### src/rtl/spi_target_pkg.sv
// Shared types and widths for the SPI target.
// Latency: n/a (types and constants only).
// Backpressure: n/a.
package spi_target_pkg;

  localparam int BYTE_W = 8;
  localparam int CNT_W  = 3;

  typedef enum logic {
    IDLE   = 1'b0,
    ACTIVE = 1'b1
  } state_e;

endpackage

### src/rtl/spi_sync.sv
// Multi-flop synchronizer for one asynchronous input bit.
// Latency: STAGES clock cycles from input to output.
// Backpressure: none; samples every cycle.
module spi_sync #(
  parameter int unsigned STAGES  = 2,
  parameter logic        RST_VAL = 1'b0
) (
  input  logic clk_i,
  input  logic rst_ni,
  input  logic d_i,
  output logic q_o
);

  logic [STAGES-1:0] sync_q;

  // Shift the raw input through the flop chain; reset to the idle level of the line.
  always_ff @(posedge clk_i or negedge rst_ni) begin
    if (!rst_ni) begin
      sync_q <= {STAGES{RST_VAL}};
    end else begin
      sync_q <= {sync_q[STAGES-2:0], d_i};
    end
  end

  assign q_o = sync_q[STAGES-1];

endmodule

### src/rtl/spi_target.sv
// SPI mode-0 target, MSB first, one-byte transmit holding register.
// Latency: rx_valid SYNC_STAGES+1 cycles after the 8th SCLK rise; MISO SYNC_STAGES+1 after SCLK fall.
// Backpressure: tx_ready low while holding register full; rx has none (unread bytes are lost).
module spi_target
  import spi_target_pkg::*;
#(
  parameter int unsigned       SYNC_STAGES = 2,
  parameter logic [BYTE_W-1:0] FILL_BYTE   = 8'hFF
) (
  input  logic              CLK,
  input  logic              RST_N,
  input  logic              spi_sclk,
  input  logic              spi_mosi,
  input  logic              spi_cs_n,
  output logic              spi_miso,
  output logic              spi_miso_en,
  output logic              rx_valid,
  output logic [BYTE_W-1:0] rx_data,
  input  logic              tx_valid,
  input  logic [BYTE_W-1:0] tx_data,
  output logic              tx_ready,
  output logic              tx_underrun,
  output logic              busy
);

  // Cycles after reset before the CS synchronizer holds a real pin sample.
  localparam logic [2:0] SETTLE_CNT = 3'(SYNC_STAGES);

  logic sclk_s, mosi_s, cs_n_s;

  spi_sync #(.STAGES(SYNC_STAGES), .RST_VAL(1'b0)) u_sync_sclk (
    .clk_i(CLK), .rst_ni(RST_N), .d_i(spi_sclk), .q_o(sclk_s)
  );
  spi_sync #(.STAGES(SYNC_STAGES), .RST_VAL(1'b0)) u_sync_mosi (
    .clk_i(CLK), .rst_ni(RST_N), .d_i(spi_mosi), .q_o(mosi_s)
  );
  spi_sync #(.STAGES(SYNC_STAGES), .RST_VAL(1'b1)) u_sync_cs (
    .clk_i(CLK), .rst_ni(RST_N), .d_i(spi_cs_n), .q_o(cs_n_s)
  );

  state_e            state_q;
  logic [CNT_W-1:0]  cnt_q;
  logic [BYTE_W-2:0] rx_shift_q;   // first seven bits of the byte in flight
  logic [BYTE_W-2:0] tx_shift_q;   // bits still to go out after the one on MISO
  logic [BYTE_W-1:0] rx_data_q;
  logic [BYTE_W-1:0] hold_q;
  logic              hold_full_q;
  logic              rx_valid_q, underrun_q, miso_q, miso_en_q;
  logic              sclk_prev_q;
  logic              armed_q;      // CS seen high since reset; a select must start from deselect
  logic [2:0]        settle_q;

  logic              sclk_rise, sclk_fall, cs_enter, byte_boundary, do_load;
  logic [BYTE_W-1:0] load_byte;

  assign sclk_rise     = sclk_s & ~sclk_prev_q;
  assign sclk_fall     = ~sclk_s & sclk_prev_q;
  assign cs_enter      = (state_q == IDLE) && !cs_n_s && armed_q;
  assign byte_boundary = (state_q == ACTIVE) && !cs_n_s && sclk_fall && (cnt_q == '0);
  assign do_load       = cs_enter || byte_boundary;
  // Load decision uses the holding register as it stood before this cycle's accept.
  assign load_byte     = hold_full_q ? hold_q : FILL_BYTE;

  // Main FSM: selection tracking, bit shifting, holding-register handshake, output strobes.
  always_ff @(posedge CLK or negedge RST_N) begin
    if (!RST_N) begin
      state_q     <= IDLE;
      cnt_q       <= '0;
      rx_shift_q  <= '0;
      tx_shift_q  <= '0;
      rx_data_q   <= '0;
      hold_q      <= '0;
      hold_full_q <= 1'b0;
      rx_valid_q  <= 1'b0;
      underrun_q  <= 1'b0;
      miso_q      <= 1'b1;
      miso_en_q   <= 1'b0;
      sclk_prev_q <= 1'b0;
      armed_q     <= 1'b0;
      settle_q    <= '0;
    end else begin
      rx_valid_q  <= 1'b0;
      underrun_q  <= 1'b0;
      sclk_prev_q <= sclk_s;

      if (settle_q != SETTLE_CNT) settle_q <= settle_q + 3'd1;
      if ((settle_q == SETTLE_CNT) && cs_n_s) armed_q <= 1'b1;

      if (tx_valid && !hold_full_q) begin
        hold_q      <= tx_data;
        hold_full_q <= 1'b1;
      end

      if (do_load) begin
        tx_shift_q <= load_byte[BYTE_W-2:0];
        miso_q     <= load_byte[BYTE_W-1];
        if (hold_full_q) hold_full_q <= 1'b0;
        else             underrun_q  <= 1'b1;
      end

      case (state_q)
        IDLE: begin
          if (cs_enter) begin
            state_q   <= ACTIVE;
            cnt_q     <= '0;
            miso_en_q <= 1'b1;
          end
        end
        ACTIVE: begin
          if (cs_n_s) begin
            // Deselect aborts any partial byte; the holding register is left alone.
            state_q   <= IDLE;
            cnt_q     <= '0;
            miso_en_q <= 1'b0;
          end else if (sclk_rise) begin
            rx_shift_q <= {rx_shift_q[BYTE_W-3:0], mosi_s};
            cnt_q      <= cnt_q + CNT_W'(1);
            if (cnt_q == CNT_W'(BYTE_W - 1)) begin
              rx_data_q  <= {rx_shift_q, mosi_s};
              rx_valid_q <= 1'b1;
            end
          end else if (sclk_fall && (cnt_q != '0)) begin
            miso_q     <= tx_shift_q[BYTE_W-2];
            tx_shift_q <= {tx_shift_q[BYTE_W-3:0], 1'b0};
          end
        end
        default: state_q <= IDLE;
      endcase
    end
  end

  assign spi_miso    = miso_q;
  assign spi_miso_en = miso_en_q;
  assign rx_valid    = rx_valid_q;
  assign rx_data     = rx_data_q;
  assign tx_ready    = !hold_full_q;
  assign tx_underrun = underrun_q;
  assign busy        = (state_q == ACTIVE);

endmodule
### config.mk
export PLATFORM = sky130hd
export DESIGN_NAME = spi_target
export DESIGN_NICKNAME = d
export VERILOG_FILES = /design/src/rtl/spi_target_pkg.sv /design/src/rtl/spi_sync.sv /design/src/rtl/spi_target.sv
export SDC_FILE = /design/constraint.sdc
export NUM_CORES = 1
export LEC_CHECK = 0
export ABC_AREA = 0
export BUFFER_PORTS_ARGS = -buffer_cell sky130_fd_sc_hd__buf_4
export CORE_MARGIN = 5
export CORE_UTILIZATION = 53
export CTS_BUF_LIST = sky130_fd_sc_hd__clkbuf_4 sky130_fd_sc_hd__clkbuf_8
export CTS_CLUSTER_SIZE = 30
export DETAILED_ROUTE_END_ITERATION = 10
export GPL_TIMING_DRIVEN = 0
export PLACE_DENSITY = 0.77
export SETUP_SLACK_MARGIN = 0.4
export SYNTH_ARGS = -nofsm -noshare
export SYNTH_HDL_FRONTEND = slang
export SYNTH_HIERARCHICAL = 1
export SYNTH_SLANG_ARGS = --single-unit
### constraint.sdc
create_clock -name CLK -period 1.62 [get_ports CLK]
set_clock_uncertainty 0.05 [all_clocks]
set_input_delay 0.081 -clock CLK [delete_from_list [all_inputs] [get_ports CLK]]
set_output_delay 0.081 -clock CLK [all_outputs]
set_load 0.03 [all_outputs]
==> impl_metrics.json, run 1 <==
{
  "outcome": "completed",
  "ant_nets": 0,
  "worst_hold_path_type": "primary input to flop",
  "cts_buffer_depth": 2,
  "grt_pass1_vias": 1480,
  "gr-usage-met2_pct": 27.5,
  "critPathTopFamily": "flip-flops",
  "cts_tree": "yes",
  "critPathCaptureType": "flop",
  "dpl-instance-area_mm2": 0.00236,
  "min_from": "tx_valid",
  "regArea_mm2": 0.00126,
  "finalSetupViolCount": 0,
  "antenna_cells": 0,
  "clock_latency_ps": 290,
  "ios": 28,
  "initial_core_util_pct": 55.9,
  "slowest_stage": "dfstp_2",
  "die_x_um": 72.9,
  "overflow": 0,
  "hold_ws_ps": 249,
  "slew_violations": 0,
  "rsz0062_at_grt": "true",
  "drt-pass1-iter-count": 4,
  "htree_levels": 2,
  "leakagePower_nw": 1.42,
  "hpwl_um": 2370,
  "multi_input_area_um2": 933,
  "synth_area_mm2": 0.00209,
  "grt.busiest_layer": "met2",
  "grt_max_degree": 51,
  "worstHoldPathCells": 4,
  "clock-sinks": 50,
  "grtUsageMet1_pct": 20.9,
  "yosysWarnings": 6,
  "cts_root_buf": "clkbuf_8",
  "slew_headroom_pct": 59.4,
  "cpMostUsedCell": "buf_6",
  "power_mw": 3.03,
  "layout-drive-gt1-share_pct": 48.4,
  "grt_util_met3_pct": 3.58,
  "drc": 0,
  "vdd_drop_max_mv": 0.745,
  "gp_congestion": 0.743,
  "vias": 1399,
  "fin_crit_sh_pct": 99.1,
  "finalInstanceArea_mm2": 0.00293,
  "grt_pass1_wl_um": 6710,
  "cts_buffers": 5,
  "pwr_density_cell_mw_per_mm2": 1030,
  "path_clk_slew_ps": 80,
  "numPortBuffers": 27,
  "die-height_um": 72.9,
  "hold_viol": 0,
  "nNetsFinal": 235,
  "syn_nets": 171,
  "avgViaCountPerCell": 5.28,
  "worstMarginPinSlew_ps": 608,
  "cp_data_required_time_ps": 1730,
  "ys_seq_area_share_pct": 59.9,
  "min_to": "hold_full_q",
  "critical_path_class": "flop to flop",
  "grt_usage_pct": 16.3,
  "start_kind": "flop",
  "rr_endpoint": "tx_shift_q[5]",
  "design.die.area_mm2": 0.00531,
  "cp_max_fo": 7,
  "area_growth_pct": 40.1,
  "cap_violations": 0,
  "core-area_mm2": 0.00374,
  "period_minus_slack_ps": 1610,
  "syn_area_per_cell_um2": 13.8,
  "wl_per_cell_um": 15.9,
  "ff2ff_setup_slack_ps": 10,
  "rows": 22,
  "crit_buf_inv": 2,
  "crit_path_max_incr_delay_ps": 540,
  "antenna_found_initial": 0,
  "dr.first_iter.drc_count": 81,
  "ys_types": 29,
  "crit_chain": "buf_6 -> and4bb_1 -> buf_6 -> a31oi_4 -> o221ai_2",
  "fill_cells": 221,
  "crit_arrival_ps": 1720,
  "wl_um": 4210,
  "ys_ff_latch": 50,
  "crit_cells": 5,
  "timing.rr.start": "u_sync_cs/sync_q[1]",
  "syn_inst": 152,
  "worstRegToRegCells": 5,
  "fmax_mhz": 623
}
[how the worst max path moves through the flow]
stage | start | end | slack (ps)
CTS | u_sync_cs/sync_q[1] | rx_data[5] | 50
floorplan | busy | rx_data[0] | 100
finish | u_sync_cs/sync_q[1] | tx_shift_q[5] | 10
detailed placement | u_sync_cs/sync_q[1] | tx_shift_q[5] | -10
global placement | u_sync_cs/sync_q[1] | tx_shift_q[5] | 10
global route | u_sync_cs/sync_q[1] | tx_shift_q[6] | -20
[power breakdown]
part	leakage, nW	switching [mW]	internal (mW)
Sequential	0.617	0.131	1.45
Clock	0.0517	0.371	0.361
Combinational	0.753	0.311	0.414
[through the flow]
stage / utilization (%) / TNS, ps / instances / setup WS, ps
floorplan: - / 0 / 152 / 99.6
global placement: 63.0 / 0 / 227 / 9.60
detailed placement: 63.0 / -22.8 / 227 / -14.5
CTS: 73.8 / 0 / 259 / 46.4
global route: 78.4 / -40.7 / 265 / -21.2
finish: 78.4 / 0 / 265 / 14.7
[cells in the final DEF, fill, tap and decap left out, drive strengths merged, types with 2 or more instances in the layout]
master	n
buf	48
dfrtp	47
mux2	25
inv	14
nor2	13
dlygate4sd3	12
nand3	7
o221ai	7
clkbuf	7
ha	5
nand2b	3
dfstp	3
nand2	3
nor2b	3
and4bb	2
a31oi	2
nand3b	2
a21o	2
nor3b	2
o22ai	2
[tightest hold or removal path, stage by stage]
cell and delay (ps):
buf_4 70, nor2b_2 180, buf_6 140, a21o_1 90
[repair_timing]
item / 4_1_cts / 5_1_grt
hold buffers: 12 / 0
setup endpoints to repair: 40 / 40
hold endpoints to repair: 58 / 0
resized for setup: 21 / 34
pin swaps: 10 / 9
buffers inserted: 8 / 6
cloned: 4 / 0
[layer usage]
layer | part of all wire (%) | vias up
met2 | 52 | 28
met3 | 3.2 | 7
met5 | 0 | -
met4 | 1.4 | 0
li1 | - | 650
met1 | 44 | 714
[cell families (layout without fill, tap and decap cells)]
kind of cell / Yosys count / count (layout) / share of synthesized area [%]
AO/OA/AOI/OAI: 16 / 17 / 6.51
multiplexers: 26 / 26 / 15.4
AND/OR/NAND/NOR: 35 / 36 / 9.92
flip-flops: 50 / 50 / 59.9
XOR/XNOR: 1 / 1 / 0.418
buffers and inverters: 19 / 82 / 4.90
adder cells (fa/ha/maj): 5 / 5 / 2.99
[final cells by class]
cell class	count	area share (%)
Buffer	5	1.92
Multi-Input combinational cell	85	31.8
Clock inverter	1	0.171
Clock buffer	7	3.07
Tap cell	48	2.05
Timing Repair Buffer	55	16.1
Inverter	14	2.05
Sequential cell	50	42.8
[synth_stat cells]
cell | instances | area share [%]
nand3b_1 | 2 | 0.72
xnor2_1 | 1 | 0.42
buf_6 | 4 | 2.2
buf_2 | 1 | 0.24
ha_1 | 5 | 3.0
mux2i_1 | 1 | 0.48
o21ai_0 | 1 | 0.24
a21o_1 | 2 | 0.72
o21bai_1 | 1 | 0.36
inv_1 | 13 | 2.3
a22o_1 | 1 | 0.42
nor3b_1 | 2 | 0.72
nand2b_1 | 3 | 0.90
dfrtp_1 | 47 | 56
dfstp_2 | 3 | 3.8
clkinv_1 | 1 | 0.18
nor2_1 | 13 | 2.3
mux2_2 | 17 | 9.1
a31oi_4 | 1 | 1.0
mux2_4 | 8 | 5.7
o221ai_1 | 7 | 2.9
nand2_8 | 1 | 0.96
nor2b_1 | 3 | 0.90
nand2_1 | 1 | 0.18
a21oi_1 | 1 | 0.24
nand3_1 | 7 | 1.7
and4bb_1 | 2 | 1.2
o22ai_1 | 2 | 0.60
and2b_1 | 1 | 0.36
[registers in the layout, summed over array words and instances, names as in the netlist]
register,flops
rx_shift_q,7
busy,1
spi_miso_en,1
armed_q,1
hold_q,8
rx_valid,1
u_sync_cs/sync_q,2
hold_full_q,1
cnt_q,3
rx_data,8
tx_shift_q,7
u_sync_sclk/sync_q,2
u_sync_mosi/sync_q,2
spi_miso,1
settle_q,3
tx_underrun,1
sclk_prev_q,1
Power figures use the tool's default switching activity.
==> run 2: changes to the inputs <==
Settings changed: CORE_UTILIZATION 53 to 59, PLACE_DENSITY 0.77 to 0.81.
Clock period 1.62 ns to 1.7 ns, I/O delays scaled along.
==> impl_metrics.json, run 2 (synthesis results as in run 1) <==
{
  "wl_um": 4560,
  "crit_arrival_ps": 1770,
  "hold_viol": 0,
  "worstMarginPinSlew_ps": 602,
  "internal_power_mw": 1.88,
  "dr.first_iter.drc_count": 93,
  "worstRegToRegCells": 6,
  "timing.rr.start": "u_sync_cs/sync_q[1]",
  "cts_buffers": 5,
  "design.die.area_mm2": 0.00484,
  "initial_core_util_pct": 61.8,
  "clkPwrFrac_pct": 20.7,
  "overflow": 0,
  "clock_latency_ps": 360,
  "grt_util_met3_pct": 5.65,
  "antenna_found_initial": 0,
  "fin_crit_sh_pct": 93.2,
  "numPortBuffers": 27,
  "clock-sinks": 50,
  "cp_max_fo": 5,
  "grt_usage_pct": 18.2,
  "ios": 28,
  "fin_cells": 261,
  "outcome": "completed",
  "dp.cells": 225,
  "critPathCaptureType": "flop",
  "path_clk_slew_ps": 140,
  "combPwrFrac_pct": 22.4,
  "vias": 1401,
  "core-area_mm2": 0.00339,
  "htree_levels": 2,
  "min_from": "tx_valid",
  "cts_tree": "yes",
  "cap_violations": 0,
  "layout-drive-gt1-share_pct": 46.5,
  "rows": 21,
  "final_cell_mix": "46 x dfrtp_1, 39 x buf_4, 17 x mux2_2",
  "slowest_stage": "dfstp_2",
  "drt-pass1-iter-count": 4,
  "gp_congestion": 0.747,
  "switching_share_pct": 28.8,
  "drc": 0,
  "die_x_um": 69.6,
  "slew_violations": 0,
  "rr_endpoint": "tx_shift_q[5]",
  "cts_buffer_depth": 2,
  "avgViaCountPerCell": 5.37,
  "slew_headroom_pct": 59.9,
  "cpMostUsedCell": "buf_6",
  "wl_per_cell_um": 17.5,
  "worst_hold_path_type": "primary input to flop",
  "hpwl_um": 2400,
  "grt_pass1_vias": 1482,
  "setup_ws_ps": 116,
  "fill_cells": 171,
  "p_seq_share_pct": 56.9,
  "crit_path_max_incr_delay_ps": 550,
  "cts_root_buf": "clkbuf_4",
  "rsz0062_at_grt": "true",
  "antenna_cells": 0,
  "final_common_cell": "dfrtp_1",
  "critical_path_class": "flop to flop",
  "fin_util_pct": 81.0,
  "dp_slack_ps": 49.8,
  "p_sw_mw": 0.761,
  "grt.busiest_layer": "met2",
  "power_mw": 2.65,
  "leakagePower_nw": 1.35,
  "vdd_drop_max_mv": 0.679,
  "ff2ff_setup_slack_ps": 120,
  "cp_data_required_time_ps": 1880,
  "die-height_um": 69.6,
  "nNetsFinal": 233,
  "start_kind": "flop",
  "gr-usage-met2_pct": 29.4,
  "pwr_density_cell_mw_per_mm2": 964,
  "cp-startpoint": "u_sync_cs/sync_q[1]",
  "crit_chain": "buf_6 -> and4bb_1 -> buf_6 -> a31oi_4 -> buf_4 -> o221ai_2",
  "final.setup.tns_ps": 0,
  "area_growth_pct": 31.1,
  "finalSetupViolCount": 0,
  "cp-endpoint": "tx_shift_q[5]",
  "grtUsageMet1_pct": 21.7,
  "grt_pass1_wl_um": 6850,
  "grt_max_degree": 51,
  "ant_nets": 0,
  "period_minus_slack_ps": 1580,
  "fmax_mhz": 631
}
==> run 2: cell types whose count changed in the layout (fill, tap and decap cells not counted), sizes merged <==
cell,before,now
a31oi,2,1
clkinvlp,0,1
buf,48,47
clkinv,1,0
==> run 2: power by group through the flow <==
stage	clock (mW)	combinational, mW	sequential (mW)
CTS	0.563	0.496	1.49
finish	0.548	0.592	1.50
global placement	0	0.411	1.50
floorplan	0	0.280	1.50
global route	0.629	0.644	1.53
detailed placement	0	0.435	1.51
==> run 2: layer usage <==
metal,vias up,wire (um)
met2,33,2450
met4,0,157
li1,645,-
met5,-,0
met1,709,1780
met3,14,175
==> run 2: worst max-delay path, delay by kind of cell, from the launching register on <==
family	cells	cell delay (ps)
AOI/OAI and AO/OA	2	300
buffers and inverters	3	380
DFF	1	550
and+or+nand+nor	1	180
==> run 2: through the flow <==
stage / hold slack, ps / area, um2
floorplan: -261 / 2100
CTS: 179 / 2640
detailed placement: 85.0 / 2360
finish: 209 / 2750
global placement: 66.8 / 2360
global route: 222 / 2750
==> run 2: how the worst min path moves through the flow <==
stage	endpoint	cells after the start
after global placement	u_sync_mosi/sync_q[0]	1
after CTS	hold_full_q	4
after detailed placement	rx_data[1]	1
after floorplan	armed_q	0
final	hold_q[3]	4
after global routing	hold_full_q	4
==> run 2: layout make-up <==
cell class	instances	area [um2]	area share, %
Timing Repair Buffer	54	444	16.2
Buffer	5	52.6	1.91
Multi-Input combinational cell	84	820	29.9
Sequential cell	50	1260	45.8
Clock inverter	1	7.51	0.273
Clock buffer	7	52.6	1.91
Inverter	14	55.1	2.01
Tap cell	46	57.6	2.10
==> run 2: repair_timing <==
item / in CTS / in global routing
hold endpoints to repair: 58 / 0
gates cloned: 1 / 1
endpoints found under the setup margin: 30 / 41
gates resized for setup: 8 / 14
pin swaps: 4 / 4
hold buffers: 12 / 0
setup buffers: 7 / 7
